### src/rtl/lsd_pkg.sv
// Shared types and constants for the Simple-LSD result-buffer read path.
package lsd_pkg;

    localparam int FIELD_W = 16;
    localparam logic [FIELD_W-1:0] HEADER_MAGIC = 16'hA5A5;

    typedef enum logic [2:0] {
        IDLE,
        LOCK,
        HEADER,
        FETCH,
        SEND,
        DONE
    } lsd_state_t;

    // One stored line segment as it appears on the stream, MSB first.
    typedef struct packed {
        logic [FIELD_W-1:0] start_v;
        logic [FIELD_W-1:0] end_v;
        logic [FIELD_W-1:0] start_h;
        logic [FIELD_W-1:0] end_h;
    } lsd_segment_t;

    // Frame header beat: magic, reserved zeros, segment count.
    function automatic logic [63:0] header_word(input logic [FIELD_W-1:0] count);
        return {HEADER_MAGIC, 32'd0, count};
    endfunction

endpackage

### src/rtl/lsd_buffer_reader_axis_out_reg.sv
// AXI-Stream output holding register: a loaded beat stays on tdata/tlast with
// tvalid high until the sink accepts it.
module axis_out_reg (
    input  logic        clock,
    input  logic        n_rst,
    input  logic        load,
    input  logic [63:0] load_data,
    input  logic        load_last,
    input  logic        tready,
    output logic [63:0] tdata,
    output logic        tvalid,
    output logic        tlast,
    output logic        accept
);

    assign accept = tvalid & tready;

    // Capture a new beat on load; drop valid only once the sink has taken it.
    always_ff @(posedge clock or negedge n_rst) begin
        if (!n_rst) begin
            tdata  <= '0;
            tvalid <= 1'b0;
            tlast  <= 1'b0;
        end else if (load) begin
            tdata  <= load_data;
            tlast  <= load_last;
            tvalid <= 1'b1;
        end else if (accept) begin
            tvalid <= 1'b0;
        end
    end

endmodule

### src/rtl/lsd_buffer_reader.sv
// Read side of the Simple-LSD result buffer: freezes the buffer, walks every
// stored segment by address and streams it out as one 64-bit AXI-Stream frame.
// Optional build macro LSD_READER_HEADER_EN prepends a header beat
// {A5A5, 32'd0, count} to every frame.
//
// state  | meaning
// -------+-----------------------------------------------------------
// IDLE   | waiting for a pending request and a complete buffer
// LOCK   | write protect raised, two cycles for the buffer to settle
// HEADER | header beat on the stream (LSD_READER_HEADER_EN only)
// FETCH  | address driven, counting down the buffer read latency
// SEND   | segment beat on the stream, waiting for acceptance
// DONE   | protect released, done pulse, back to IDLE
module lsd_buffer_reader
    import lsd_pkg::*;
#(
    parameter int FRAME_HEIGHT = 480,
    parameter int FRAME_WIDTH  = 640,
    parameter int RAM_SIZE     = 4096,
    parameter int RD_LATENCY   = 1,
    localparam int VW = $clog2(FRAME_HEIGHT),
    localparam int HW = $clog2(FRAME_WIDTH),
    localparam int AW = $clog2(RAM_SIZE)
) (
    input  logic          clock,
    input  logic          n_rst,
    input  logic          in_start,
    input  logic          in_lsdbuf_ready,
    input  logic [AW-1:0] in_lsdbuf_line_num,
    input  logic [VW-1:0] in_lsdbuf_start_v,
    input  logic [VW-1:0] in_lsdbuf_end_v,
    input  logic [HW-1:0] in_lsdbuf_start_h,
    input  logic [HW-1:0] in_lsdbuf_end_h,
    output logic [AW-1:0] out_lsdbuf_addr,
    output logic          out_lsdbuf_write_protect,
    output logic [63:0]   m_tdata,
    output logic          m_tvalid,
    output logic          m_tlast,
    input  logic          m_tready,
    output logic          out_busy,
    output logic          out_done
);

    localparam int LAT_W = $clog2(RD_LATENCY + 1);

    lsd_state_t    state;
    logic          pending;
    logic          lock_cnt;
    logic [AW-1:0] cnt;
    logic [AW-1:0] idx;
    logic [AW-1:0] last_idx;
    logic [LAT_W-1:0] lat_cnt;
    logic [AW-1:0] addr;
    logic          protect;
    logic          busy;
    logic          done;

    logic          load;
    logic [63:0]   load_data;
    logic          load_last;
    logic          accept;
    lsd_segment_t  fetched;

    assign last_idx = cnt - AW'(1);

    assign fetched.start_v = FIELD_W'(in_lsdbuf_start_v);
    assign fetched.end_v   = FIELD_W'(in_lsdbuf_end_v);
    assign fetched.start_h = FIELD_W'(in_lsdbuf_start_h);
    assign fetched.end_h   = FIELD_W'(in_lsdbuf_end_h);

    // Pick what goes into the stream register and when: buffer data once the
    // read latency has elapsed, or the header as LOCK hands over.
    always_comb begin
        load      = 1'b0;
        load_data = fetched;
        load_last = (idx == last_idx);
        if (state == FETCH && lat_cnt == '0) begin
            load = 1'b1;
        end
`ifdef LSD_READER_HEADER_EN
        if (state == LOCK && lock_cnt) begin
            load      = 1'b1;
            load_data = header_word(FIELD_W'(in_lsdbuf_line_num));
            load_last = (in_lsdbuf_line_num == '0);
        end
`endif
    end

    // Transfer sequencer: request latch, buffer lock, per-segment fetch/send walk.
    always_ff @(posedge clock or negedge n_rst) begin
        if (!n_rst) begin
            state    <= IDLE;
            pending  <= 1'b0;
            lock_cnt <= 1'b0;
            cnt      <= '0;
            idx      <= '0;
            lat_cnt  <= '0;
            addr     <= '0;
            protect  <= 1'b0;
            busy     <= 1'b0;
            done     <= 1'b0;
        end else begin
            done <= 1'b0;
            case (state)
                IDLE: begin
                    if (pending && in_lsdbuf_ready) begin
                        state    <= LOCK;
                        pending  <= 1'b0;
                        protect  <= 1'b1;
                        busy     <= 1'b1;
                        lock_cnt <= 1'b0;
                    end else if (in_start) begin
                        pending <= 1'b1;
                    end
                end

                LOCK: begin
                    if (!lock_cnt) begin
                        lock_cnt <= 1'b1;
                    end else begin
                        cnt  <= in_lsdbuf_line_num;
                        idx  <= '0;
                        addr <= '0;
`ifdef LSD_READER_HEADER_EN
                        state <= HEADER;
`else
                        if (in_lsdbuf_line_num == '0) begin
                            state   <= DONE;
                            protect <= 1'b0;
                            done    <= 1'b1;
                        end else begin
                            state   <= FETCH;
                            lat_cnt <= LAT_W'(RD_LATENCY);
                        end
`endif
                    end
                end

`ifdef LSD_READER_HEADER_EN
                HEADER: begin
                    if (accept) begin
                        if (cnt == '0) begin
                            state   <= DONE;
                            protect <= 1'b0;
                            done    <= 1'b1;
                        end else begin
                            state   <= FETCH;
                            addr    <= '0;
                            lat_cnt <= LAT_W'(RD_LATENCY);
                        end
                    end
                end
`endif

                FETCH: begin
                    if (lat_cnt == '0) begin
                        state <= SEND;
                    end else begin
                        lat_cnt <= lat_cnt - LAT_W'(1);
                    end
                end

                SEND: begin
                    if (accept) begin
                        if (idx == last_idx) begin
                            state   <= DONE;
                            protect <= 1'b0;
                            done    <= 1'b1;
                        end else begin
                            state   <= FETCH;
                            idx     <= idx + AW'(1);
                            addr    <= idx + AW'(1);
                            lat_cnt <= LAT_W'(RD_LATENCY);
                        end
                    end
                end

                DONE: begin
                    busy  <= 1'b0;
                    state <= IDLE;
                end

                default: state <= IDLE;
            endcase
        end
    end

    axis_out_reg u_axis_out (
        .clock     (clock),
        .n_rst     (n_rst),
        .load      (load),
        .load_data (load_data),
        .load_last (load_last),
        .tready    (m_tready),
        .tdata     (m_tdata),
        .tvalid    (m_tvalid),
        .tlast     (m_tlast),
        .accept    (accept)
    );

    assign out_lsdbuf_addr          = addr;
    assign out_lsdbuf_write_protect = protect;
    assign out_busy                 = busy;
    assign out_done                 = done;

endmodule

### config.mk
export PLATFORM = sky130hd
export DESIGN_NAME = lsd_buffer_reader
export DESIGN_NICKNAME = d
export VERILOG_FILES = /design/src/rtl/lsd_pkg.sv /design/src/rtl/lsd_buffer_reader_axis_out_reg.sv /design/src/rtl/lsd_buffer_reader.sv
export SDC_FILE = /design/constraint.sdc
export NUM_CORES = 1
export LEC_CHECK = 0
export CAP_MARGIN = 0
export CORE_AREA = 3 3 128 130
export CTS_BUF_LIST = sky130_fd_sc_hd__clkbuf_4 sky130_fd_sc_hd__clkbuf_8
export DETAILED_ROUTE_END_ITERATION = 8
export DIE_AREA = 0 0 131 133
export GPL_TIMING_DRIVEN = 0
export PLACE_DENSITY = 0.5
export SKIP_CTS_REPAIR_TIMING = 1
export SYNTH_ARGS = -nofsm -noshare
export SYNTH_HDL_FRONTEND = slang
export SYNTH_SLANG_ARGS = --single-unit
### constraint.sdc
create_clock -name clock -period 5.43 [get_ports clock]
set_input_delay 1.3575 -clock clock [delete_from_list [all_inputs] [get_ports clock]]
set_output_delay 1.3575 -clock clock [all_outputs]
set_load 0.01 [all_outputs]
==> run_results.csv, run 1 <==
group,metric,value,unit
timing,slew-limit-headroom,36.61,%
detailed_routing,drcViolationCount,0,
synth,synth_edf_count,0,
final_layout,drive_above_1_share,20.79,%
critical_path,r2r-start,"cnt[0]$_DFFE_PN0P_",
clock_network,cts_tree,"done",
timing,finalSetupTns,0,ps
detailed_routing,routed_wl,10240,um
hold_path,hold_class,"reg -> reg",
synth,synth.top_cells.by_area,"dfrtp_1 (48%), mux2_2 (12%), buf_4 (5.4%), nand2_1 (4.0%), xnor2_1 (3.5%)",
synth,synthCells,354,
clock_network,insertion_delay,370,ps
run,max-cap-violations,0,
final_layout,area_growth,43.80,%
floorplanning,fp.dieArea,17420,um2
power,vdd_drop_max,206.9,uV
placed_design,place.gp.congestion,0.8305,
power,pwr-share-clk,15.9,%
clock_network,clock-sinks,73,
detailed_routing,first_pass_iters,4,
grt,grt_pass1_vias,3223,
critical_path,required,5740,ps
run_status,outcome,"finished clean",
timing,max_freq,351.9,MHz
floorplanning,die_h,133,um
floorplanning,rows,45,
detailed_routing,ant_nets,0,
synth,yosysSeqAreaShare,48.30,%
detailed_routing,drt-initial-drc-count,176,
clock_network,cts_buffer_depth,2,
timing,setup_ws,2589,ps
power,sw_frac_of_total,38.10,%
timing,finalClockSkew,14.16,ps
grt,grt-ovfl-total,0,
clock_network,clkTransAtPathRegs,90,ps
critical_path,path_max_fanout,10,
timing,slew_violations,0,
clock_network,cts_max_level,3,
critical_path,cp_slowest_stage_delay,510,ps
synth,ys_types,51,
critical_path,crit_path_end,"out_lsdbuf_addr[4]$_DFFE_PN0P_",
detailed_routing,viasPerCell,4.339,
critical_path,r2r_end,"out_lsdbuf_addr[4]$_DFFE_PN0P_",
synth,synth_top_flop_cell,"dfrtp_1",
synth,netlist_area,3782,um2
power,power.internal,1.615,mW
synth,syn_avg_cell_area,10.68,um2
floorplanning,top_level_ports,136,
placed_design,detailed_place_hpwl,7596,um
grt,grt_pass1_wl,16550,um
detailed_routing,via_count,3107,
placed_design,dp_slack,2283,ps
clock_network,cts_buffers,9,
floorplanning,core_region_area,15260,um2
placed_design,port_buffers,109,
clock_network,root_buffer,"clkbuf_8",
synth,synth_warnings,0,
final_layout,nets,557,
timing,fin_crit,2841,ps
critical_path,cp-start-kind,"flip-flop",
critical_path,setup.worst_path.end_class,"flip-flop",
synth,synth_top_area_cell,"dfrtp_1",
synth,synthArstFlopShare,100.0,%
timing,worst_pin_slew,943.6,ps
power,power.total,2.609,mW
timing,fin_crit_sh,52.33,%
critical_path,worstPathArrival,3150,ps
power,power.leakage,2.269,nW
synth,yosysMostFrequentCell,"dfrtp_1",
timing,whs,509.4,ps
detailed_routing,wl_per_cell,14.29,um
timing,rsz0062_at_grt,"false",
power,switchingPower,994.2,uW
floorplanning,dieWidth,131,um
critical_path,path_class,"reg -> reg",
power,p_comb_share,48.7,%
critical_path,r2r_cells,10,
final_layout,n_fill_cell,1551,
grt,grt_max_degree,68,
final_layout,stdcell_count,716,
synth,ys_seq_elements,73,
timing,hold_viol,0,
synth,synth_common_cells,"dfrtp_1 (73), nand2_1 (40), mux2_2 (39), buf_4 (27)",
placed_design,post-place-cells,700,
synth,synth_top_area_share,48.30,%
final_layout,n_antenna_cell,0,
power,power.density,479.7,nW/um2
critical_path,slowest_stage,"or4b_4",
timing,setup_viol,0,
critical_path,worstPathCellList,"inv_1, ha_1, or4b_4, nor4_2, xnor2_1, nor4_4, a21o_4, buf_6, or4_1, nand2_1",
grt,grt_use_total,12.12,%
floorplanning,start_util,24.79,%
grt,antenna_found_initial,0,
critical_path,r2r_slack,2590,ps
critical_path,worstSetupStartpoint,"cnt[0]$_DFFE_PN0P_",
power,seqPwrFrac,35.4,%
sequential cells by signal, indices dropped and copies added, names as in the netlist:
register	count
u_axis_out.tdata	38
cnt	12
out_lsdbuf_addr	12
state	3
lat_cnt	1
lock_cnt	1
out_busy	1
out_done	1
out_lsdbuf_write_protect	1
pending	1
u_axis_out.tlast	1
u_axis_out.tvalid	1
worst max-delay path, delay by kind of cell, from the launching register on:
kind            cells  cell delay (ps)
compound gates      1              240
xor+xnor            1              240
fa+ha+maj           1              240
buf+inv             2              240
flops               1              470
simple gates        5             1360
cells by family after synthesis:
| group | Yosys count | synth area share [%] |
|---|---|---|
| simple gates | 109 | 15.65 |
| flops | 73 | 48.30 |
| compound gates | 60 | 10.68 |
| buf+inv | 53 | 9.064 |
| mux | 39 | 11.61 |
| xor+xnor | 17 | 3.937 |
| fa+ha+maj | 2 | 0.6615 |
| other cells | 1 | 0.09914 |
worst min path at each step:
stage                               startpoint                               to  slack (ps)  cells past startpoint
6_report       u_axis_out.tdata[0]$_DFFE_PN0P_  u_axis_out.tdata[0]$_DFFE_PN0P_         510                      1
5_1_grt        u_axis_out.tdata[0]$_DFFE_PN0P_  u_axis_out.tdata[0]$_DFFE_PN0P_         540                      1
4_1_cts        u_axis_out.tdata[0]$_DFFE_PN0P_  u_axis_out.tdata[0]$_DFFE_PN0P_         520                      1
3_5_place_dp               pending$_DFFE_PN0P_              pending$_DFFE_PN0P_         500                      2
3_3_place_gp               pending$_DFFE_PN0P_              pending$_DFFE_PN0P_         490                      2
2_1_floorplan              pending$_DFFE_PN0P_              pending$_DFFE_PN0P_         460                      2
metal layers:
| metal | track usage, % | vias up | routed length [um] |
|---|---|---|---|
| li1 | - | 1494 | - |
| met5 | 0 | - | 0 |
| met4 | 3.543 | 0 | 104 |
| met2 | 18.74 | 118 | 4627 |
| met3 | 6.419 | 9 | 1046 |
| met1 | 14.57 | 1486 | 4457 |
power groups by stage:
stage | Combinational [mW] | Clock (mW) | Sequential, mW
final | 1.27 | 0.414 | 0.924
after global routing | 1.39 | 0.466 | 0.959
after CTS | 1.28 | 0.438 | 0.929
after detailed placement | 1.28 | 0 | 0.935
after global placement | 1.26 | 0 | 0.923
after floorplan | 0.682 | 0 | 0.977
layout by cell type (no fill, tap or decap), types with 6 or more instances in the layout:
| cell | count |
|---|---|
| clkbuf_8 | 9 |
| nor4_1 | 7 |
| o21ai_0 | 15 |
| or3_1 | 6 |
| nand3_1 | 11 |
| buf_4 | 28 |
| xnor2_1 | 15 |
| nor2_1 | 13 |
| mux2_2 | 39 |
| nand2_1 | 40 |
| inv_1 | 12 |
| clkdlybuf4s50_1 | 108 |
| clkbuf_1 | 7 |
| conb_1 | 26 |
| a21oi_1 | 14 |
| dfrtp_1 | 73 |
| nor3_1 | 8 |
area by class of cell:
| type | count | area, um2 | area share [%] |
|---|---|---|---|
| inverter | 12 | 45.04 | 0.8282 |
| timing repair buffer | 110 | 1116 | 20.52 |
| tap | 211 | 264.0 | 4.854 |
| sequential | 73 | 1827 | 33.59 |
| multi-input combinational | 253 | 1707 | 31.38 |
| clock buffer | 9 | 123.9 | 2.277 |
| buffer | 41 | 297.8 | 5.475 |
| clock inverter | 7 | 58.81 | 1.081 |
metrics by stage:
step,area (um2),util [%]
after CTS,5439,35.65
final,5439,35.65
after detailed placement,5256,34.45
after global placement,5231,34.28
after floorplan,3876,-
after global routing,5439,35.65
(Power assumes the default switching activity.)
==> inputs of run 2 (changes only) <==
Clock period 5.43 ns to 2.91 ns, I/O delays scaled along.
==> run 2 against run 1 <==
Net effect: critical path depth unchanged; final area is 0.46% higher; sequential cell count stayed put; cell count unchanged; power up 88%; routed wire length about the same; core utilization is 0.16 points higher; die area unchanged; non-clock buffer count unchanged; critical path type unchanged; largest cell class unchanged; largest power group unchanged; highest routed layer unchanged.
==> run_results.csv, run 2 (same netlist as run 1, synthesis figures left out) <==
group,metric,value,unit
run_status,outcome,"finished clean",
timing,rsz0062_at_grt,"false",
grt,grt_pass1_wl,16550,um
clock_network,root_buffer,"clkbuf_8",
floorplanning,die_h,133,um
timing,max_freq,360.9,MHz
floorplanning,top_level_ports,136,
power,power.density,896.2,nW/um2
critical_path,setup.worst_path.end_class,"flip-flop",
detailed_routing,drcViolationCount,0,
critical_path,crit_top_cell,"nor4_4",
final_layout,regMostFlops,"u_axis_out.tdata",
grt,grtUsageMet2,18.74,%
timing,setup_viol,0,
timing,whs,156.0,ps
clock_network,cts_max_level,3,
timing,fin_crit,2771,ps
final_layout,final_common_cell,"clkdlybuf4s50_1",
timing,worst_pin_slew,945.4,ps
grt,grt_max_degree,68,
timing,slew_violations,0,
floorplanning,dieWidth,131,um
detailed_routing,drt-initial-drc-count,200,
grt,grt_use_met1,14.57,%
floorplanning,core_region_area,15260,um2
final_layout,nets,557,
placed_design,detailed_place_hpwl,7596,um
final_layout,mostFrequentLayoutCells,"clkdlybuf4s50_1 (108), dfrtp_1 (72), nand2_1 (40)",
timing,finalClockSkew,13.91,ps
critical_path,cp_slowest_stage_delay,530,ps
power,power.internal,3.027,mW
timing,hold_viol,0,
grt,grt_use_total,12.12,%
clock_network,insertion_delay,370,ps
power,vdd_drop_max,386.2,uV
floorplanning,fp.dieArea,17420,um2
power,power.leakage,2.281,nW
grt,grt-ovfl-total,0,
critical_path,cp-start-kind,"flip-flop",
critical_path,worstPathCellList,"inv_1, ha_1, or4b_4, nor4_4, xnor2_2, nor4_4, a21o_4, buf_6, or4_1, nand2_1",
final_layout,n_fill_cell,1551,
critical_path,path_max_fanout,10,
power,switchingPower,1.870,mW
grt,grt_util_met3,6.419,%
hold_path,hold_class,"in -> async",
run,max-cap-violations,0,
final_layout,largest_register_ffs,38,
power,seqPwrFrac,35.3,%
grt,busiest_layer,"met2",
final_layout,n_antenna_cell,0,
power,power.total,4.897,mW
power,p_comb_share,48.9,%
floorplanning,rows,45,
timing,fin_crit_sh,95.21,%
clock_network,cts_tree,"done",
critical_path,path_class,"reg -> reg",
grt,grt_pass1_vias,3223,
detailed_routing,wl_per_cell,14.30,um
detailed_routing,via_count,3102,
final_layout,stdcell_count,716,
clock_network,clkTransAtPathRegs,90,ps
detailed_routing,first_pass_iters,4,
critical_path,worstPathArrival,3080,ps
timing,slew-limit-headroom,36.49,%
placed_design,post-place-cells,700,
power,sw_frac_of_total,38.18,%
clock_network,clock-sinks,73,
timing,finalSetupTns,0,ps
final_layout,area_growth,44.46,%
grt,antenna_found_initial,0,
critical_path,required,3220,ps
detailed_routing,viasPerCell,4.332,
detailed_routing,ant_nets,0,
power,pwr-share-clk,15.8,%
final_layout,drive_above_1_share,21.39,%
placed_design,port_buffers,109,
critical_path,slowest_stage,"or4b_4",
floorplanning,start_util,24.79,%
clock_network,cts_buffer_depth,2,
clock_network,cts_buffers,9,
placed_design,place.gp.congestion,0.8305,
detailed_routing,routed_wl,10240,um
run 2: cell count changes in the layout (fill, tap and decap cells not counted):
| cell | delta |
|---|---|
| dfrtp_1 | -1 |
| dfrtp_2 | +1 |
| nor4_2 | -1 |
| nor4_4 | +1 |
| o21ai_0 | -1 |
| o21ai_1 | +1 |
| xnor2_1 | -2 |
| xnor2_2 | +2 |
run 2: per-stage QoR:
stage | util, % | area, um2 | worst slack, ps
after floorplan | - | 3876 | 352.3
after global placement | 34.28 | 5231 | -1638
after detailed placement | 34.45 | 5256 | 98.92
after CTS | 35.65 | 5439 | 76.89
after global routing | 35.81 | 5464 | 16.67
final | 35.81 | 5464 | 139.3
run 2: final cells by class:
cell class	count	area, um2	area share [%]
timing repair buffer	110	1116	20.43
clock buffer	9	123.9	2.267
sequential	73	1828	33.46
clock inverter	7	58.81	1.076
inverter	12	45.04	0.8244
multi-input combinational	253	1730	31.67
tap	211	264.0	4.832
buffer	41	297.8	5.450
run 2: worst paths after layout:
kind | slack, ps | depth (start not counted) | to | start
max reg2reg | 140 | 10 | out_lsdbuf_addr[4]$_DFFE_PN0P_ | cnt[0]$_DFFE_PN0P_
max | 140 | 10 | out_lsdbuf_addr[4]$_DFFE_PN0P_ | cnt[0]$_DFFE_PN0P_
min in group clock | 510 | 1 | u_axis_out.tdata[0]$_DFFE_PN0P_ | u_axis_out.tdata[0]$_DFFE_PN0P_
max in group asynchronous | 2160 | 2 | cnt[0]$_DFFE_PN0P_ | n_rst
min reg2reg | 510 | 1 | u_axis_out.tdata[0]$_DFFE_PN0P_ | u_axis_out.tdata[0]$_DFFE_PN0P_
min | 160 | 1 | u_axis_out.tdata[52]$_DFFE_PN0P_ | n_rst
run 2: critical path: cells and delay by family, from the launching register on:
kind	cells	cell delay, ps
AND/OR/NAND/NOR	5	1370
flip-flops	1	460
adder cells (fa/ha/maj)	1	240
AO/OA/AOI/OAI	1	240
buffers and inverters	2	230
XOR/XNOR	1	180
run 2: metal layers:
metal  vias up  wire length [um]
met3         9              1036
met2       115              4657
met5         -                 0
met4         0               114
li1       1494                 -
met1      1484              4430
run 2: power groups by stage:
stage                     Clock [mW]  Sequential (mW)  Combinational [mW]
after CTS                      0.817             1.73                2.39
final                          0.772             1.73                2.39
after global placement             0             1.72                2.35
after global routing           0.869             1.80                2.62
after floorplan                    0             1.82                1.27
after detailed placement           0             1.74                2.38
